--- config.mk ---
export PLATFORM = sky130hd
export DESIGN_NAME = apb_regfile_slave
export DESIGN_NICKNAME = d
export VERILOG_FILES = /design/src/rtl/apb_regfile_slave.sv
export SDC_FILE = /design/constraint.sdc
export NUM_CORES = 1
export LEC_CHECK = 0
export ABC_AREA = 1
export CORE_MARGIN = 2
export CORE_UTILIZATION = 40
export DETAILED_ROUTE_END_ITERATION = 7
export PLACE_DENSITY = 0.66
export SYNTH_ARGS = -nofsm -noshare
export SYNTH_HDL_FRONTEND = slang
export SYNTH_SLANG_ARGS = --single-unit
--- constraint.sdc ---
create_clock -name PCLK -period 3.85 [get_ports PCLK]
set_input_delay 1.155 -clock PCLK [delete_from_list [all_inputs] [get_ports PCLK]]
set_output_delay 1.155 -clock PCLK [all_outputs]
set_load 0.005 [all_outputs]
--- src/rtl/apb_regfile_slave.sv ---
// APB4 register-file slave: NUM_WORDS x DATA_W storage with byte strobes,
// programmable wait states, PSLVERR on bad/unaligned address or read-only write,
// and all words plus per-word write pulses exported to downstream logic.
module apb_regfile_slave #(
  parameter int ADDR_W      = 8,
  parameter int DATA_W      = 32,
  parameter int NUM_WORDS   = 4,
  parameter int WAIT_STATES = 0,
  parameter logic [NUM_WORDS-1:0] RO_MASK = '0
) (
  input  logic                        PCLK,
  input  logic                        PRESET,
  input  logic                        PSEL,
  input  logic                        PENABLE,
  input  logic                        PWRITE,
  input  logic [ADDR_W-1:0]           PADDR,
  input  logic [DATA_W-1:0]           PWDATA,
  input  logic [DATA_W/8-1:0]         PSTRB,
  output logic [DATA_W-1:0]           PRDATA,
  output logic                        PREADY,
  output logic                        PSLVERR,
  output logic [NUM_WORDS*DATA_W-1:0] reg_out,
  output logic [NUM_WORDS-1:0]        wr_pulse
);

  localparam int NBYTES = DATA_W / 8;
  localparam int IW     = (NUM_WORDS > 1) ? $clog2(NUM_WORDS) : 1;
  localparam logic [ADDR_W-1:0] NB_A = ADDR_W'(NBYTES);
  localparam logic [ADDR_W-1:0] NW_A = ADDR_W'(NUM_WORDS);
  localparam logic [3:0]        WS_C = 4'(WAIT_STATES);

  typedef enum logic [1:0] {S_IDLE, S_WAIT, S_RESP, S_DONE} state_t;

  state_t              state, state_nxt;
  logic [3:0]          cnt, cnt_nxt;
  logic                latch;

  logic [DATA_W-1:0]   mem [NUM_WORDS];

  // Transfer context captured in the first access cycle
  logic [IW-1:0]       idx_q;
  logic                wr_q;
  logic                err_q;
  logic [DATA_W-1:0]   wdata_q;
  logic [NBYTES-1:0]   strb_q;

  // Live address decode (used only in IDLE)
  logic [ADDR_W-1:0]   addr_word;
  logic                misalign;
  logic                in_range;
  logic [IW-1:0]       idx_d;
  logic                err_d;

  // Context actually used when entering RESP (live in IDLE, latched otherwise)
  logic [IW-1:0]       idx_sel;
  logic                err_sel;

  // Decode the live PADDR into word index and error flag
  always_comb begin
    addr_word = PADDR / NB_A;
    misalign  = (PADDR % NB_A) != '0;
    in_range  = addr_word < NW_A;
    idx_d     = addr_word[IW-1:0];
    err_d     = misalign | ~in_range | (PWRITE & in_range & RO_MASK[idx_d]);
  end

  // Zero-wait transfers enter RESP on the same edge they latch, so bypass the latch
  always_comb begin
    idx_sel = (state == S_IDLE) ? idx_d : idx_q;
    err_sel = (state == S_IDLE) ? err_d : err_q;
  end

  // Next-state logic and wait-state counter
  always_comb begin
    state_nxt = state;
    cnt_nxt   = cnt;
    latch     = 1'b0;
    case (state)
      S_IDLE: begin
        if (PSEL && PENABLE) begin
          latch     = 1'b1;
          cnt_nxt   = WS_C;
          state_nxt = (WS_C == 4'd0) ? S_RESP : S_WAIT;
        end
      end
      S_WAIT: begin
        if (!PSEL) begin
          state_nxt = S_IDLE;
        end else if (cnt == 4'd1) begin
          state_nxt = S_RESP;
        end else begin
          cnt_nxt = cnt - 4'd1;
        end
      end
      S_RESP: state_nxt = S_DONE;
      S_DONE: begin
        // Holding PENABLE after completion must not start another transfer
        if (!PENABLE) state_nxt = S_IDLE;
      end
      default: state_nxt = S_IDLE;
    endcase
  end

  // Capture address/direction/error/write payload at the start of a transfer
  always_ff @(posedge PCLK) begin
    if (latch) begin
      idx_q   <= idx_d;
      wr_q    <= PWRITE;
      err_q   <= err_d;
      wdata_q <= PWDATA;
      strb_q  <= PSTRB;
    end
  end

  // State, registered response outputs, memory commit and write pulses
  always_ff @(posedge PCLK) begin
    if (PRESET) begin
      state    <= S_IDLE;
      cnt      <= 4'd0;
      PREADY   <= 1'b0;
      PSLVERR  <= 1'b0;
      PRDATA   <= '0;
      wr_pulse <= '0;
      for (int k = 0; k < NUM_WORDS; k++) mem[k] <= '0;
    end else begin
      state   <= state_nxt;
      cnt     <= cnt_nxt;
      PREADY  <= (state_nxt == S_RESP);
      PSLVERR <= (state_nxt == S_RESP) && err_sel;
      if (state_nxt == S_RESP) begin
        PRDATA <= err_sel ? '0 : mem[idx_sel];
      end
      wr_pulse <= '0;
      if (state == S_RESP && wr_q && !err_q) begin
        for (int b = 0; b < NBYTES; b++) begin
          if (strb_q[b]) mem[idx_q][b*8 +: 8] <= wdata_q[b*8 +: 8];
        end
        wr_pulse <= NUM_WORDS'(1) << idx_q;
      end
    end
  end

  // Flatten storage onto the exported bus
  for (genvar k = 0; k < NUM_WORDS; k++) begin : g_out
    assign reg_out[k*DATA_W +: DATA_W] = mem[k];
  end

endmodule

## Word-level counts from Yosys, hierarchy flattened

Memories as Yosys holds them, arrays and structs flattened.
Cells that the tools add are included.

- Add/sub/neg operators: 1
- Multiply operators: 0
- Div/mod/pow operators: 0
- Magnitude comparators: 2
- Equality and inequality tests: 8
- Shift operators: 1
- Mux-type cells: 37
- Bitwise operators: 6
- Reduce and logical (&&, ||, !) cells: 11

Operator list:

| cell | number |
|---|---|
| $mux W32 | 2 |
| $reduce_or A32 Y1 | 1 |
| $mux W1 | 22 |
| $mux W4 | 4 |
| $mux W2 | 6 |
| $pmux W2 S4 | 1 |
| $pmux W4 S2 | 1 |
| $reduce_bool A8 Y1 | 1 |
| $eq A2 B2 Y1 const B | 3 |
| $lt A6 B3 Y1 const B | 1 |
| $eq A4 B1 Y1 const B | 1 |
| $logic_and A1 B1 Y1 | 4 |
| $ne A2 B2 Y1 const B | 2 |
| $reduce_and A4 Y1 | 1 |
| $shl A1 B2 Y4 const A | 1 |
| $sub A4 B1 Y4 const B | 1 |
| $lt A2 B3 Y1 const B | 1 |
| $and A1 B1 Y1 | 2 |
| $bmux W1 S2 | 1 |
| $eq A2 B1 Y1 const B | 1 |
| $logic_not A2 Y1 | 1 |
| $ne A2 B1 Y1 const B | 1 |
| $not A1 Y1 | 2 |
| $or A1 B1 Y1 | 2 |
| 3 further kinds | 3 |

- Register bits after elaboration: 84
- Latch bits: 0
- Bits in writable memories: 128
- Memory bits (read-only): 0
- Input port bits: 49
- Output and inout bits: 166
- Memories kept: 1

Memory list:

| name | words | bits a word | rd ports | clocked after memory_dff | write ports | line | source |
|---|---|---|---|---|---|---|---|
| mem | 4 | 32 | 5 | 0 | 4 | 38 | `logic [DATA_W-1:0] mem [NUM_WORDS];` |

## Logic depth before layout (Yosys ltp)

Gate-level depths: netlist of run 1.

- Depth in word-level cells: 8
- Mapped depth: 10

## Least setup slack after synthesis of run 1

No wires, ideal clock.

- Path kind: input -> register
- From: input port PSEL
- To: register err_q, enable pin
- Arrival: 2072 ps
- Required time: 3454 ps
- Slack: 1382 ps
- Stages: 2
- Cell sequence: nand3_1 inv_1

- Word-level cells in the longest chain between the ends: 3

RTL lines:

| element | line | source |
|---|---|---|
| start: declaration | 13 | `input logic PSEL,` |
| $logic_and A1 B1 Y1 | 80 | `if (PSEL && PENABLE) begin` |
| $mux W1 | 80 |  |
| $mux W1 | 78 | `case (state)` |
| named net latch | 36 | `logic latch;` |
| end signal: assignment | 109 | `err_q <= err_d;` |
| end: declaration | 43 | `logic err_q;` |

The timed path passes the listed nets, and every way through them passes these cells.
A chain may end at the register's enable or synchronous reset.

==> results.md, run 1 <==
* Synth area leader: edfxtp_1
* Status: finished clean
* Detailed Routing Iterations Pass 1 at 5
* Origin of the critical flop-to-flop path: idx_q[0]
* Netlist cell types at 23
* Post-CTS Setup Bufs at 0
* Top-area cell type share of the netlist area at 54.3%
* Area occupied by multi-input gates at 2510 sq um
* Fmax at 0.382 GHz
* Unrepaired setup endpoints after global routing: false
* Most common cell in the netlist: nand2_1
* Ports at 215
* CTS sink cnt at 212
* Fin. Hold Viols at 0
* Gate power share at 11.8%
* Layout Nets at 1249
* Setup slack, reg-to-reg at 1420 ps
* Max Slew Vio Count at 0
* Worst vdd ir at 280 uV
* Area contributors post-synth: edfxtp_1 (54%), dfxtp_1 (9.5%), nand3_1 (8.9%), nand2_1 (8.2%), inv_1 (7.0%)
* Worst hold start: PRDATA[10]
* Post-synthesis cell count at 989
* Die height at 156 um
* Die area at 24500 sq um
* Post-CTS Hold Fix Bufs at 0
* Via/cell ratio at 4.99
* Avg WL per Cell at 18.2 um
* Core area at 22700 sq um
* Final Skew at 7.31 ps
* Routability cong. at 0.871
* Final setup viols at 0
* Synth Cell Area at 9300 sq um
* Max-Slew Margin vs Limit at 28.4%
* Placed insts at 1458
* Worst flop-to-flop path endpoint: PRDATA[26]
* Worst setup SP type: register
* CTS Root Cell: clkbuf_16
* Final HPWL DP at 19500 um
* Critical Path AT at 1460 ps
* Worst-Skew Late Latency at 500 ps
* Hold Path Stages at 2
* Critical path depth at 1
* Clock tree buffer depth at 3
* Share of total power in the clock network at 40.0%
* Detailed-route DRC error count at 0
* Syn. warnings at 0
* Post-route setup TNS at 0 ps
* Width of the die at 156 um
* Int Pwr at 4.12 mW
* Lkg Pwr at 5.10 nW
* Post_cts resized at 0
* GRT Util Overall at 22.2%
* CP cell instances: clkdlybuf4s50_1
* Starting DRT DRC Count at 585
* CP Capture Type: primary output
* Post-synth EDFFs at 168
* FF+latch count, synth at 212
* Initial core utilization at 40.9%
* Storage element area at 5930 sq um
* Worst-Margin Slew at 1070 ps
* Buf/Inv on CP at 1
* Cell family with most CP delay: buffers and inverters
* Mapped Nets at 1040
* Syn avg cell area at 9.40 sq um
* CTS buffer count at 23
* Layout cells sized above 1 at 6.26%
* Routed via count at 7496
* FILL cells at 2017
* Row count at 55
* H-tree depth at 1
* Hold EP: PRDATA[10]
* Overflow after GRT at 0
* Reg2Reg Depth at 8
* CP required at 2690 ps
* Non-Filler Instances at 1501
* Power per standard cell area at 434 nW/um^2
* CP peak stage delay at 590 ps
* List of most frequent post-synthesis cells: nand2_1 (202), inv_1 (174), edfxtp_1 (168)
* Minimum clock period after layout at 2620 ps
* Maximum fanout along the worst path at 2
* Predominant post-synthesis flop cell: edfxtp_1
* Clock slew at reported path FFs at 60 ps
* Sw Ratio at 24.1%
* Syn-to-layout area delta at 34.4%
* Final critical-path share of the clock period at 67.9%
* Largest net degree at the start of global routing at 65
* CTS tree: built
* Final ANT Viol Nets at 0
* First-pass GRT wire length at 41500 um
* Critical path class: reg2out
* Routed WL at 27300 um
* IO Port Bufs at 214
* Sequential share of the synthesized area at 63.7%
* Initial antenna violation count at 4
* Maxcap violations at 0
* NetSw at 1.31 mW
* HP Class: reg2reg
* Slowest CP cell: clkdlybuf4s50_1
* FFs w/ async S/R, synth at 0%
* Fin util at 55.0%
* Vias in the first global route at 7304
* Seq pwr share at 48.2%
[stage by stage]
| stage | hold WS (ps) | setup WS (ps) | total power [mW] | area, sq um |
|---|---|---|---|---|
| after global routing | 477 | 1180 | 5.61 | 12500 |
| after floorplan | 462 | 1380 | 2.98 | 9300 |
| after global placement | 452 | 891 | 3.29 | 11800 |
| final | 462 | 1230 | 5.42 | 12500 |
| after detailed placement | 457 | 892 | 3.30 | 11800 |
| after CTS | 467 | 1220 | 5.45 | 12500 |
[cells in the final DEF, fill, tap and decap left out, drive strengths merged]
cell           instances
clkdlybuf4s50        213
nand2                202
inv                  178
nand3                178
edfxtp               168
nor2                 116
dfxtp                 44
a21oi                 41
clkbuf                32
buf                   17
o21ai                  7
clkinv                 7
nor3                   5
diode                  2
ha                     2
bufinv                 2
nand4                  1
nor3b                  1
[routing by layer]
layer	track usage, %	share of wire, %	up-vias	wire length [um]
met5	0	0.084	-	23
met3	4.29	8.8	62	2400
li1	-	-	3605	-
met4	8.08	3.0	4	831
met2	36.6	48	378	13000
met1	29.4	41	3447	11100
[sequential cells by signal, summed over array words and instances (netlist names)]
name      flops
PREADY        1
wr_q          1
mem         128
PSLVERR       1
strb_q        4
PRDATA       32
cnt           4
state         2
idx_q         2
wr_pulse      4
wdata_q      32
err_q         1
[cells by family (layout without fill, tap and decap cells)]
family / Yosys count / count (layout) / share of synthesized area (%)
AOI/OAI and AO/OA: 48 / 48 / 2.58
adders and majority gates: 2 / 2 / 0.269
buffers and inverters: 224 / 449 / 9.58
DFF: 212 / 212 / 63.7
other: 0 / 2 / 0
and+or+nand+nor: 503 / 503 / 23.8
[power groups by stage]
| stage | registers, mW | clock network (mW) | logic [mW] |
|---|---|---|---|
| global route | 2.62 | 2.29 | 0.703 |
| CTS | 2.61 | 2.20 | 0.640 |
| detailed placement | 2.66 | 0 | 0.637 |
| global placement | 2.66 | 0 | 0.629 |
| floorplan | 2.65 | 0 | 0.339 |
| finish | 2.61 | 2.17 | 0.638 |
[cell type report]
type / instances / area share (%)
sequential: 212 / 47.4
multi-input combinational: 553 / 20.1
timing repair buffer: 230 / 18.4
inverter: 178 / 5.35
clock buffer: 32 / 5.12
tap: 285 / 2.85
clock inverter: 9 / 0.771
antenna: 2 / 0.0401
[how the worst max path moves through the flow]
stage                from            to
2_1_floorplan        PSEL         err_q
3_3_place_gp     PADDR[2]    PRDATA[14]
3_5_place_dp         PSEL    PRDATA[26]
4_1_cts        mem[3][18]  reg_out[114]
5_1_grt          idx_q[0]    PRDATA[26]
6_report       mem[3][17]  reg_out[113]
Note: power is estimated with default switching activity, not from simulation.
==> inputs of run 2 (changes only) <==
--- a/config.mk
+++ b/config.mk
@@ -9,7 +9,7 @@
 export CORE_MARGIN = 2
 export CORE_UTILIZATION = 40
 export DETAILED_ROUTE_END_ITERATION = 7
-export PLACE_DENSITY = 0.66
+export PLACE_DENSITY = 0.69
 export SYNTH_ARGS = -nofsm -noshare
 export SYNTH_HDL_FRONTEND = slang
 export SYNTH_SLANG_ARGS = --single-unit
==> constraint.sdc (replaced) <==
create_clock -name PCLK -period 2.4 [get_ports PCLK]
set_input_delay 0.72 -clock PCLK [delete_from_list [all_inputs] [get_ports PCLK]]
set_output_delay 0.72 -clock PCLK [all_outputs]
set_load 0.005 [all_outputs]
==> run 2 against run 1 <==
  * Routed wire length grew 0.10%
  * Critical path depth unchanged
  * Worst hold slack got worse by 0.55 ps
  * Register-to-register slack got worse by 1100 ps
  * Combinational power grew 76%
  * Utilization is 2.2 points higher
  * Clock skew grew 2.8 ps
  * Die area unchanged
  * Critical endpoint is now PRDATA[0]
==> results.md, run 2 (synthesized netlist as in run 1, its figures left out) <==
* Layout Nets at 1275 (was 1249)
* Core area at 22700 sq um (unchanged)
* Fin util at 57.2% (was 55.0%)
* CTS Root Cell: clkbuf_16 (unchanged)
* PnR worst setup slack at 219 ps (was 1230 ps)
* Placed insts at 1483 (was 1458)
* Crit path launch: PRDATA[0] (was mem[3][17])
* Fin. Hold Viols at 0 (unchanged)
* Detailed Routing Iterations Pass 1 at 5 (unchanged)
* First-pass GRT wire length at 41400 um (was 41500 um)
* CP Capture Type: primary output (unchanged)
* Starting DRT DRC Count at 554 (was 585)
* Largest net degree at the start of global routing at 65 (unchanged)
* Worst flop-to-flop path endpoint: mem[1][13] (was PRDATA[26])
* Routed wl met3 at 2220 um (was 2400 um)
* M1 wire length at 11100 um (about the same)
* Worst hold start: PRDATA[20] (was PRDATA[10])
* Worst-Margin Slew at 1050 ps (was 1070 ps)
* Hold Path Stages at 2 (unchanged)
* Max FFs per register at 128 (unchanged)
* Detail Route met2 WL at 13200 um (was 13000 um)
* Final Power at 9.19 mW (was 5.42 mW)
* Max Slew Vio Count at 0 (unchanged)
* Ports at 215 (unchanged)
* Commonest non-fill, non-tap cell in the layout: clkdlybuf4s50_1 (unchanged)
* Setup slack, reg-to-reg at 330 ps (was 1420 ps)
* Non-Filler Instances at 1530 (was 1501)
* Final ANT Viol Nets at 0 (unchanged)
* Worst-Skew Late Latency at 510 ps (was 500 ps)
* Die height at 156 um (unchanged)
* Reg2Reg Depth at 8 (unchanged)
* Max-Slew Margin vs Limit at 30.2% (was 28.4%)
* Initial antenna violation count at 5 (was 4)
* Clock tree buffer depth at 3 (unchanged)
* Maxcap violations at 0 (unchanged)
* Maximum fanout along the worst path at 2 (unchanged)
* Minimum clock period after layout at 2180 ps
* HP Class: reg2reg (unchanged)
* CP required at 1680 ps (was 2690 ps)
* Routed WL at 27400 um (was 27300 um)
* Post-route setup TNS at 0 ps (unchanged)
* Routability cong. at 0.841 (was 0.871)
* Post-CTS Hold Fix Bufs at 0 (unchanged)
* CP peak stage delay at 540 ps (was 590 ps)
* Worst setup SP type: register (unchanged)
* Detailed-route DRC error count at 0 (unchanged)
* Overflow after GRT at 0 (unchanged)
* Uppermost layer routed: met5 (unchanged)
* Final setup viols at 0 (unchanged)
* Min Hold Slack at 461 ps (was 462 ps)
* Die area at 24500 sq um (unchanged)
* Via/cell ratio at 4.98 (was 4.99)
* Final Skew at 10.1 ps (was 7.31 ps)
* Placed inst area at 12100 sq um (was 11800 sq um)
* Fmax at 0.458 GHz
* Final HPWL DP at 19200 um (was 19500 um)
* Slowest CP cell: clkdlybuf4s50_1 (unchanged)
* Routed via count at 7623 (was 7496)
* CP cell instances: clkdlybuf4s50_1 (unchanged)
* Most frequent cells in the layout: clkdlybuf4s50_1 (213), nand2_1 (200), inv_1 (173) (unchanged)
* Vias in the first global route at 7553 (was 7304)
* Unrepaired setup endpoints after global routing: false (unchanged)
* Largest regs: mem (128), PRDATA (32), wdata_q (32) (unchanged)
* Post-CTS Setup Bufs at 0 (unchanged)
* H-tree depth at 1 (unchanged)
* CTS sink cnt at 212 (unchanged)
* Post_cts resized at 0 (unchanged)
* Status: finished clean (unchanged)
* GRT Util Overall at 22.2% (about the same)
* IO Port Bufs at 214 (unchanged)
* Layout cells sized above 1 at 8.45% (was 6.26%)
* Initial core utilization at 40.9% (unchanged)
* Setup Slack @ Placement at 114 ps (was 892 ps)
* Clock slew at reported path FFs at 60 ps (about the same)
* Final critical-path share of the clock period at 90.9%
* Buf/Inv on CP at 1 (unchanged)
* Lkg Pwr at 5.33 nW (was 5.10 nW)
* Worst vdd ir at 395 uV (was 280 uV)
* Most flop-heavy register: mem (unchanged)
* Power per standard cell area at 708 nW/um^2 (was 434 nW/um^2)
* Hold EP: PRDATA[20] (was PRDATA[10])
* Avg WL per Cell at 17.9 um (was 18.2 um)
* Syn-to-layout area delta at 39.7% (was 34.4%)
* Critical Path AT at 1460 ps (about the same)
* Width of the die at 156 um (unchanged)
* Post-route cell area at 13000 sq um (was 12500 sq um)
* Critical path class: reg2out (unchanged)
* Cell family with most CP delay: buffers and inverters (unchanged)
* Row count at 55 (unchanged)
* CTS tree: built (unchanged)
* Origin of the critical flop-to-flop path: err_q (was idx_q[0])
* CTS buffer count at 24 (was 23)
## run 2: cell count changes in the layout (fill, tap and decap cells not counted), sizes merged
cell    before  now
buf         17   42
clkbuf      32   34
bufinv       2    3
diode        2    3
## run 2: power breakdown
| group | internal (mW) | leakage, nW | switching [mW] |
|---|---|---|---|
| logic | 0.502 | 2.87 | 0.619 |
| clock network | 2.42 | 0.418 | 1.47 |
| registers | 4.10 | 2.05 | 0.0842 |
| total | 7.02 | 5.33 | 2.17 |
## run 2: final cells by class
type	instances	area, sq um
fill	1931	9720
sequential	212	5930
timing repair buffer	255	2670
multi-input combinational	553	2510
clock buffer	34	722
inverter	178	668
tap	285	357
clock inverter	10	126
antenna	3	7.51
## run 2: worst max-delay path by stage
stage | to | cells after the start
CTS | reg_out[87] | 1
floorplan | err_q | 2
detailed placement | mem[0][2] | 7
global route | reg_out[87] | 1
global placement | mem[0][4] | 7
finish | PRDATA[0] | 1
## run 2: layer usage
metal	vias up	track usage [%]
met5	-	0
met2	356	37.0
li1	3657	-
met3	65	4.68
met4	4	7.91
met1	3541	28.7
